--- src/rtl/jk_drv_pkg.sv ---
// rtl/jk_drv_pkg.sv - shared types and helpers for the JK bank driver
package jk_drv_pkg;

   typedef enum logic [1:0] {
      LOAD   = 2'b00,
      TOGGLE = 2'b01,
      CLEAR  = 2'b10,
      SET    = 2'b11
   } cmd_mode_t;

   typedef enum logic [1:0] {
      IDLE  = 2'b00,
      DRIVE = 2'b01,
      WAIT  = 2'b10,
      CHECK = 2'b11
   } state_t;

   // Bits needed to count 0..max_retry; never narrower than one bit
   function automatic int retry_width(input int max_retry);
      return (max_retry < 1) ? 1 : $clog2(max_retry + 1);
   endfunction

endpackage

--- src/rtl/jk_excite.sv ---
// rtl/jk_excite.sv - minimal JK excitation toward a target value
module jk_excite
   import jk_drv_pkg::*;
#(
   parameter int WIDTH = 8
) (
   input  logic [1:0]       mode,
   input  logic [WIDTH-1:0] q,
   input  logic [WIDTH-1:0] exp_val,
   input  logic [WIDTH-1:0] mask,
   input  logic             first,
   output logic [WIDTH-1:0] j,
   output logic [WIDTH-1:0] k
);

   // A first-attempt toggle pulses J=K on the mask; everything else sets/clears only wrong bits
   always_comb begin
      j = '0;
      k = '0;
      if (first && (cmd_mode_t'(mode) == TOGGLE)) begin
         j = mask;
         k = mask;
      end else begin
         j = exp_val & ~q;
         k = ~exp_val & q;
      end
   end

endmodule

--- src/rtl/jk_bank_driver.sv ---
// rtl/jk_bank_driver.sv - drives a JK flip-flop bank to a requested value and confirms it
module jk_bank_driver
   import jk_drv_pkg::*;
#(
   parameter int WIDTH     = 8,
   parameter int SETTLE    = 1,
   parameter int MAX_RETRY = 3
) (
   input  logic             clk,
   input  logic             rst,
   input  logic             cmd_valid,
   output logic             cmd_ready,
   input  logic [1:0]       cmd_mode,
   input  logic [WIDTH-1:0] cmd_data,
   output logic [WIDTH-1:0] J,
   output logic [WIDTH-1:0] K,
   input  logic [WIDTH-1:0] q_fb,
   output logic             busy,
   output logic             done,
   output logic             err
);

   localparam int             RW          = retry_width(MAX_RETRY);
   localparam logic [RW-1:0]  RETRY_LIMIT = RW'(MAX_RETRY);
   localparam logic [3:0]     SETTLE_LAST = 4'(SETTLE - 1);

   state_t           state;
   state_t           state_next;
   logic [WIDTH-1:0] exp_r;
   logic [WIDTH-1:0] exp_next;
   logic [WIDTH-1:0] exp_new;
   logic [WIDTH-1:0] ex_exp;
   logic [WIDTH-1:0] ex_j;
   logic [WIDTH-1:0] ex_k;
   logic [WIDTH-1:0] j_next;
   logic [WIDTH-1:0] k_next;
   logic [3:0]       settle_cnt;
   logic [3:0]       settle_next;
   logic [RW-1:0]    retry_cnt;
   logic [RW-1:0]    retry_next;
   logic             accept;
   logic             match;
   logic             done_next;
   logic             err_next;

   assign accept = cmd_valid && cmd_ready && (state == IDLE);
   assign match  = (q_fb == exp_r);

   // Target value of the command being presented; q_fb here is the pre-command bank value
   always_comb begin
      case (cmd_mode_t'(cmd_mode))
         LOAD:    exp_new = cmd_data;
         TOGGLE:  exp_new = q_fb ^ cmd_data;
         CLEAR:   exp_new = '0;
         default: exp_new = '1;
      endcase
   end

   // The first drive is computed straight from q_fb at the accept edge, so q0 needs no register;
   // retries reuse the same excitation with first=0, which is always LOAD-style toward exp_r
   assign ex_exp = accept ? exp_new : exp_r;

   jk_excite #(
      .WIDTH (WIDTH)
   ) u_excite (
      .mode    (cmd_mode),
      .q       (q_fb),
      .exp_val (ex_exp),
      .mask    (cmd_data),
      .first   (accept),
      .j       (ex_j),
      .k       (ex_k)
   );

   // Next-state and next-output logic; J/K are nonzero only on edges that enter DRIVE
   always_comb begin
      state_next  = state;
      exp_next    = exp_r;
      settle_next = settle_cnt;
      retry_next  = retry_cnt;
      j_next      = '0;
      k_next      = '0;
      done_next   = 1'b0;
      err_next    = 1'b0;
      case (state)
         IDLE: begin
            if (accept) begin
               state_next = DRIVE;
               exp_next   = exp_new;
               retry_next = '0;
               j_next     = ex_j;
               k_next     = ex_k;
            end
         end
         DRIVE: begin
            settle_next = 4'd0;
            if (SETTLE == 0) begin
               state_next = CHECK;
            end else begin
               state_next = WAIT;
            end
         end
         WAIT: begin
            if (settle_cnt == SETTLE_LAST) begin
               state_next = CHECK;
            end else begin
               settle_next = settle_cnt + 4'd1;
            end
         end
         CHECK: begin
            if (match) begin
               done_next  = 1'b1;
               retry_next = '0;
               state_next = IDLE;
            end else if (retry_cnt < RETRY_LIMIT) begin
               retry_next = retry_cnt + 1'b1;
               state_next = DRIVE;
               j_next     = ex_j;
               k_next     = ex_k;
            end else begin
               err_next   = 1'b1;
               retry_next = '0;
               state_next = IDLE;
            end
         end
         default: begin
            state_next = IDLE;
         end
      endcase
   end

   // State, capture registers and registered outputs
   always_ff @(posedge clk) begin
      if (rst) begin
         state      <= IDLE;
         exp_r      <= '0;
         settle_cnt <= 4'd0;
         retry_cnt  <= '0;
         J          <= '0;
         K          <= '0;
         done       <= 1'b0;
         err        <= 1'b0;
         busy       <= 1'b0;
         cmd_ready  <= 1'b0;
      end else begin
         state      <= state_next;
         exp_r      <= exp_next;
         settle_cnt <= settle_next;
         retry_cnt  <= retry_next;
         J          <= j_next;
         K          <= k_next;
         done       <= done_next;
         err        <= err_next;
         busy       <= (state_next != IDLE);
         cmd_ready  <= (state_next == IDLE);
      end
   end

endmodule

--- config.mk ---
export PLATFORM = sky130hd
export DESIGN_NAME = jk_bank_driver
export DESIGN_NICKNAME = d
export VERILOG_FILES = /design/src/rtl/jk_drv_pkg.sv /design/src/rtl/jk_excite.sv /design/src/rtl/jk_bank_driver.sv
export SDC_FILE = /design/constraint.sdc
export NUM_CORES = 1
export LEC_CHECK = 0
export CORE_ASPECT_RATIO = 0.5
export CORE_MARGIN = 4
export CORE_UTILIZATION = 35
export CTS_BUF_LIST = sky130_fd_sc_hd__clkbuf_16
export DETAILED_ROUTE_END_ITERATION = 10
export GPL_TIMING_DRIVEN = 0
export PLACE_DENSITY = 0.59
export SETUP_SLACK_MARGIN = 0.3
export SLEW_MARGIN = 25
export SYNTH_ARGS = -nofsm -noshare
export SYNTH_HDL_FRONTEND = slang
export SYNTH_SLANG_ARGS = --single-unit
--- constraint.sdc ---
create_clock -name clk -period 1.9 [get_ports clk]
set_input_delay 0.19 -clock clk [delete_from_list [all_inputs] [get_ports clk]]
set_output_delay 0.19 -clock clk [all_outputs]
set_load 0.005 [all_outputs]
* Yosys cells after proc, flatten, opt, wreduce, memory -nomap -nowiden
Cells that the tools add are included.
** Storage, ports and cells
- Output and inout bits :: 20
- Bits in latches :: 0
- Bits in read-only memories :: 0
- Memories kept :: 0
- Bits of input ports :: 21
- Memory bits (writable) :: 0
- Flip-flop bits (word level) :: 36
- Logic and storage cells :: 66
** Operators by class
- Order comparisons :: 1
- Reductions and logical operators :: 14
- Eq/ne operators :: 8
- $mul :: 0
- Shifts and indexed selects :: 0
- Div/mod/pow operators :: 0
- Bitwise operators :: 6
- Mux-type cells :: 25
- Add/sub/neg operators :: 2
** Operators with widths (number)
- 2-to-1 mux 8 bit :: 9
- case mux 8 bit (2 select lines) :: 2
- case mux 8 bit (3 select lines) :: 1
- AND 8 bit :: 2
- NOT 8 bit :: 2
- 2-to-1 mux 2 bit :: 5
- equality test 8 bit :: 1
- case mux 2 bit (4 select lines) :: 1
- case mux 4 bit (2 select lines) :: 1
- bitwise XOR 8 bit :: 1
- equality test 2 bit (second input constant) :: 3
- logical NOT 2 bit :: 3
- nonzero test 2 bit :: 3
- adder 4 x 1 -> 4 bit (second input constant) :: 1
- equality test 2 x 1 -> 1 bit (second input constant) :: 2
- logical NOT 4 bit :: 1
- 2-to-1 mux 1 bit :: 4
- 2-to-1 mux 4 bit :: 1
- case mux 2 bit (2 select lines) :: 1
- AND reduction 2 bit :: 2
- logical AND 1 bit :: 3
- OR reduction 3 bit :: 1
- adder 2 x 1 -> 2 bit (second input constant) :: 1
- < comparator 2 bit (second input constant) :: 1
- 4 further kinds :: 4

* Longest topological paths before layout
- Word-level depth :: 9
- Gate-level depth with buffers :: 7
- Gate-level depth less buffers :: 6

* Cells and area by module
From an unflattened synthesis, not the netlist that was laid out.
** Unflattened totals
- Cells, all modules :: 239
- Area, all modules :: 2048.2 sq um
** Modules (own cells, without submodules)
- jk_bank_driver :: area each 1697.9 sq um, sequential area each 720.7 sq um, cells an instance 194, times used 1
- jk_excite :: area each 350.3 sq um, sequential area each 0.0 sq um, cells an instance 45, times used 1

* Worst setup path after synthesis
Ideal clock, no wire load.
- Path kind :: reg2reg
- Start :: register state[0]
- End :: register K[0]
- Stages on the path, launching flop included :: 7
- Data required time :: 1.799 ns
- Clock period less this slack :: 1.663 ns
- Arrival time :: 1.562 ns
- Path buffers :: 1
- Path slack :: 0.237 ns
- Setup time :: 0.101 ns
- Cells stage by stage :: dfxtp_1 > inv_1 > ha_1 > nor2_2 > nand2_2 > buf_4 > o41ai_1
** Between the ends
- Longest elaborated chain between the ends :: 9
- Elaborated cells between the ends (all ways) :: 12
- Those cells by class :: eq/ne (1); mux (6); bitwise (2); reduce/logical (3)
** RTL lines
- start, declared :: line jk_bank_driver.sv:27 : state_t state;
- start signal, assigned :: line jk_bank_driver.sv:146 : state <= state_next;
- logical NOT 2 bit :: line jk_bank_driver.sv:46, jk_bank_driver.sv:85
- logical AND 1 bit :: line jk_bank_driver.sv:46 : assign accept = cmd_valid && cmd_ready && (state == IDLE);
- 2-to-1 mux 8 bit
- NOT 8 bit :: line jk_excite.sv:25 : k = ~exp_val & q;
- AND 8 bit :: line jk_excite.sv:25
- 2-to-1 mux 8 bit :: line jk_excite.sv:20 : if (first && (cmd_mode_t'(mode) == TOGGLE)) begin
- 2-to-1 mux 8 bit :: line jk_bank_driver.sv:115 : end else if (retry_cnt < RETRY_LIMIT) begin
- 2-to-1 mux 8 bit :: line jk_bank_driver.sv:111 : if (match) begin
- case mux 8 bit (2 select lines) (*) :: line jk_bank_driver.sv:85 : case (state)
- end signal, assigned :: line jk_bank_driver.sv:151 : K <= k_next;
- end, declared :: line jk_bank_driver.sv:16 : output logic [WIDTH-1:0] K,
Every way passes the cells marked *; elsewhere a longest branch is shown, timed or not.
A chain may end at the register's enable or synchronous reset.

* Worst setup path after layout
- Start :: register state[0]
- End :: register K[1]
The elaborated chain is that of the path after synthesis.

==> impl_metrics.json <==
{
  "numClockSinks": 36,
  "critPathRequiredTime_ns": 2.06,
  "cts_buffers": 5,
  "synth_ff_type": "dfxtp_1",
  "crit_path_end_kind": "register",
  "worstHoldStart": "settle_cnt[3]",
  "netlist_top_cells_count": "dfxtp_1, nor2_1, a21oi_1, nand2_1, inv_1",
  "crit_type": "reg2reg",
  "max_freq_mhz": 648,
  "via_per_inst": 5.46,
  "rsz0062_at_grt": "yes",
  "synth_edf_count": 0,
  "clk_latency_ns": 0.28,
  "hold_viol": 0,
  "finalSetupTns_ns": 0,
  "synthesis.area_sq_mm": 0.00207,
  "route.detailed.wl_per_inst_microns": 16.3,
  "ys_seq_elements": 36,
  "synth_area_leader_cell": "dfxtp_1",
  "drv_slew": 0,
  "grt_usage": 0.170,
  "synth.avg_cell_area_sq_um": 8.49,
  "async_flop_share": 0,
  "port_buffers": 40,
  "worstMarginPinSlew_ns": 0.541,
  "status": "completed",
  "r2r-end": "K[1]",
  "num_vias": 2024,
  "die_width_microns": 117,
  "min_path_type": "reg2reg",
  "cp_data_arrival_time_ns": 1.70,
  "place_inst": 357,
  "p_per_area_mw_per_mm2": 1010,
  "place_hpwl_microns": 4090,
  "grt_max_degree": 11,
  "ys_seq_area_frac": 0.348,
  "fin_crit_sh": 0.812,
  "grt_first_pass_wirelength_microns": 9670,
  "fin_worst_skew_ns": 0.00584,
  "ir_drop_mv": 0.415,
  "yosysMostFrequentCell": "dfxtp_1",
  "hold_end": "settle_cnt[3]",
  "clkTransAtPathRegs_ns": 0.05,
  "crit_fanout": 7,
  "leakage_uw": 0.00106,
  "cts_tree": "yes",
  "setup_viol": 0,
  "yosys_warnings": 0,
  "timing.rr.start": "state[0]",
  "firstDrtPassIters": 5,
  "cts_max_path_buffers": 2,
  "antennaDiodeCount": 0,
  "drt_iter0_markers": 175,
  "min_path_cells": 2,
  "synth_cell_type_count": 44,
  "slew_headroom": 0.640,
  "grt_overflow": 0,
  "cts_hold_buffers": 0,
  "antenna_found_initial": 0,
  "rrSetupSlack_ns": 0.36,
  "synth_fp_nets": 272,
  "totalWireLength_microns": 6060,
  "rows": 19,
  "synthCells": 244,
  "instances_no_fill": 371,
  "io_pins": 41,
  "drive_gt1_frac": 0.185,
  "synth_top_area_share": 0.348,
  "die_area_sq_mm": 0.00729,
  "cp-start-kind": "register",
  "ys_top_cells_by_area": "dfxtp_1, nor2_1, o32ai_2",
  "core_area_sq_mm": 0.00561,
  "area_growth_pct": 37.8,
  "remaining_drc_errors": 0,
  "total_power_uw": 2890,
  "initial_core_util": 0.369,
  "place_congestion": 0.841,
  "cts_root_buffer": "clkbuf_16",
  "cts_max_level": 2,
  "die-height_microns": 62.4,
  "grt_pass1_vias": 1934,
  "maxCapViolations": 0,
  "finalCriticalPeriod_ns": 1.54,
  "ant_nets": 0,
  "nets": 326,
  "ff2ff_path_depth": 5
}
-- metal layers --
metal / part of all wire / GRT usage / vias up
li1: - / - / 976
met1: 0.46 / 0.238 / 983
met2: 0.47 / 0.262 / 61
met3: 0.063 / 0.0338 / 4
met4: 0.0073 / 0.0501 / 0
met5: 0 / 0 / -
-- where the power goes --
| part | switching [uW] | internal (uW) |
|---|---|---|
| sequential | 82.2 | 854 |
| clock | 311 | 471 |
| combinational | 656 | 517 |
| total | 1050 | 1840 |
-- worst max-delay path by stage --
stage / endpoint / slack [ns] / from / depth (start not counted)
after global routing: exp_r[6] / 0.24 / state[0] / 7
after detailed placement: J[2] / -0.19 / q_fb[7] / 6
after floorplan: K[0] / 0.31 / state[0] / 6
final: K[1] / 0.36 / state[0] / 5
after CTS: busy / 0.28 / settle_cnt[0] / 6
after global placement: J[3] / -0.18 / q_fb[7] / 6
-- sequential cells by signal, indices dropped and copies added, names as in the netlist, 2 cells and up --
name / cells
state: 2
retry_cnt: 2
settle_cnt: 4
K: 8
J: 8
exp_r: 8
-- what timing repair did --
action                                  CTS  global route
endpoints found under the setup margin   29            28
setup buffers                             5             2
pin swaps                                 2             2
gates resized for setup                  14            15
-- cell usage in the layout (no fill, tap or decap), types with 4 or more instances in the layout --
cell type,Yosys,layout
a211oi_1,8,8
a21oi_1,14,13
a31oi_1,8,8
buf_2,5,4
buf_4,1,8
clkbuf_16,0,5
clkdlybuf4s50_1,0,39
dfxtp_1,36,36
ha_1,7,5
inv_1,13,13
mux2_2,7,7
nand2_1,14,13
nand2b_1,9,9
nand3_1,10,9
nor2_1,34,34
nor2b_1,11,10
o21ai_0,9,9
o32ai_2,6,6
o41ai_1,7,6
xnor2_1,7,6
-- final cells by class --
| cell class | instances | area, sq um |
|---|---|---|
| flip-flops and latches | 36 | 721 |
| inverters | 13 | 48.8 |
| multi-input cells | 183 | 1320 |
| plain buffers | 12 | 90.1 |
| well taps | 73 | 91.3 |
| clock inverters | 2 | 8.76 |
| repair buffers | 47 | 455 |
| fillers | 531 | 2760 |
| clock buffers | 5 | 125 |
-- worst max-delay path, stage by stage, from the launching register on --
cell and delay (ns):
dfxtp_1 0.37, ha_2 0.24, nor2b_4 0.19, o21ai_4 0.09
buf_4 0.18, o41ai_1 0.36
-- logic make-up after synthesis --
logic type	Yosys count	share of synthesized area
mux	9	0.0477
compound gates	62	0.229
simple gates	96	0.236
xor+xnor	9	0.0417
flops	36	0.348
buf+inv	25	0.0556
fa+ha+maj	7	0.0423
-- metrics by stage --
stage               utilization  setup slack [ns]  area [sq um]  hold WS, ns
finish                    0.509             0.357          2860        0.479
global route              0.509             0.239          2860        0.509
CTS                       0.498             0.279          2790        0.472
detailed placement        0.458            -0.189          2570        0.465
global placement          0.458            -0.185          2570        0.449
floorplan                     -             0.312          2080        0.294
Power figures use the tool's default switching activity.
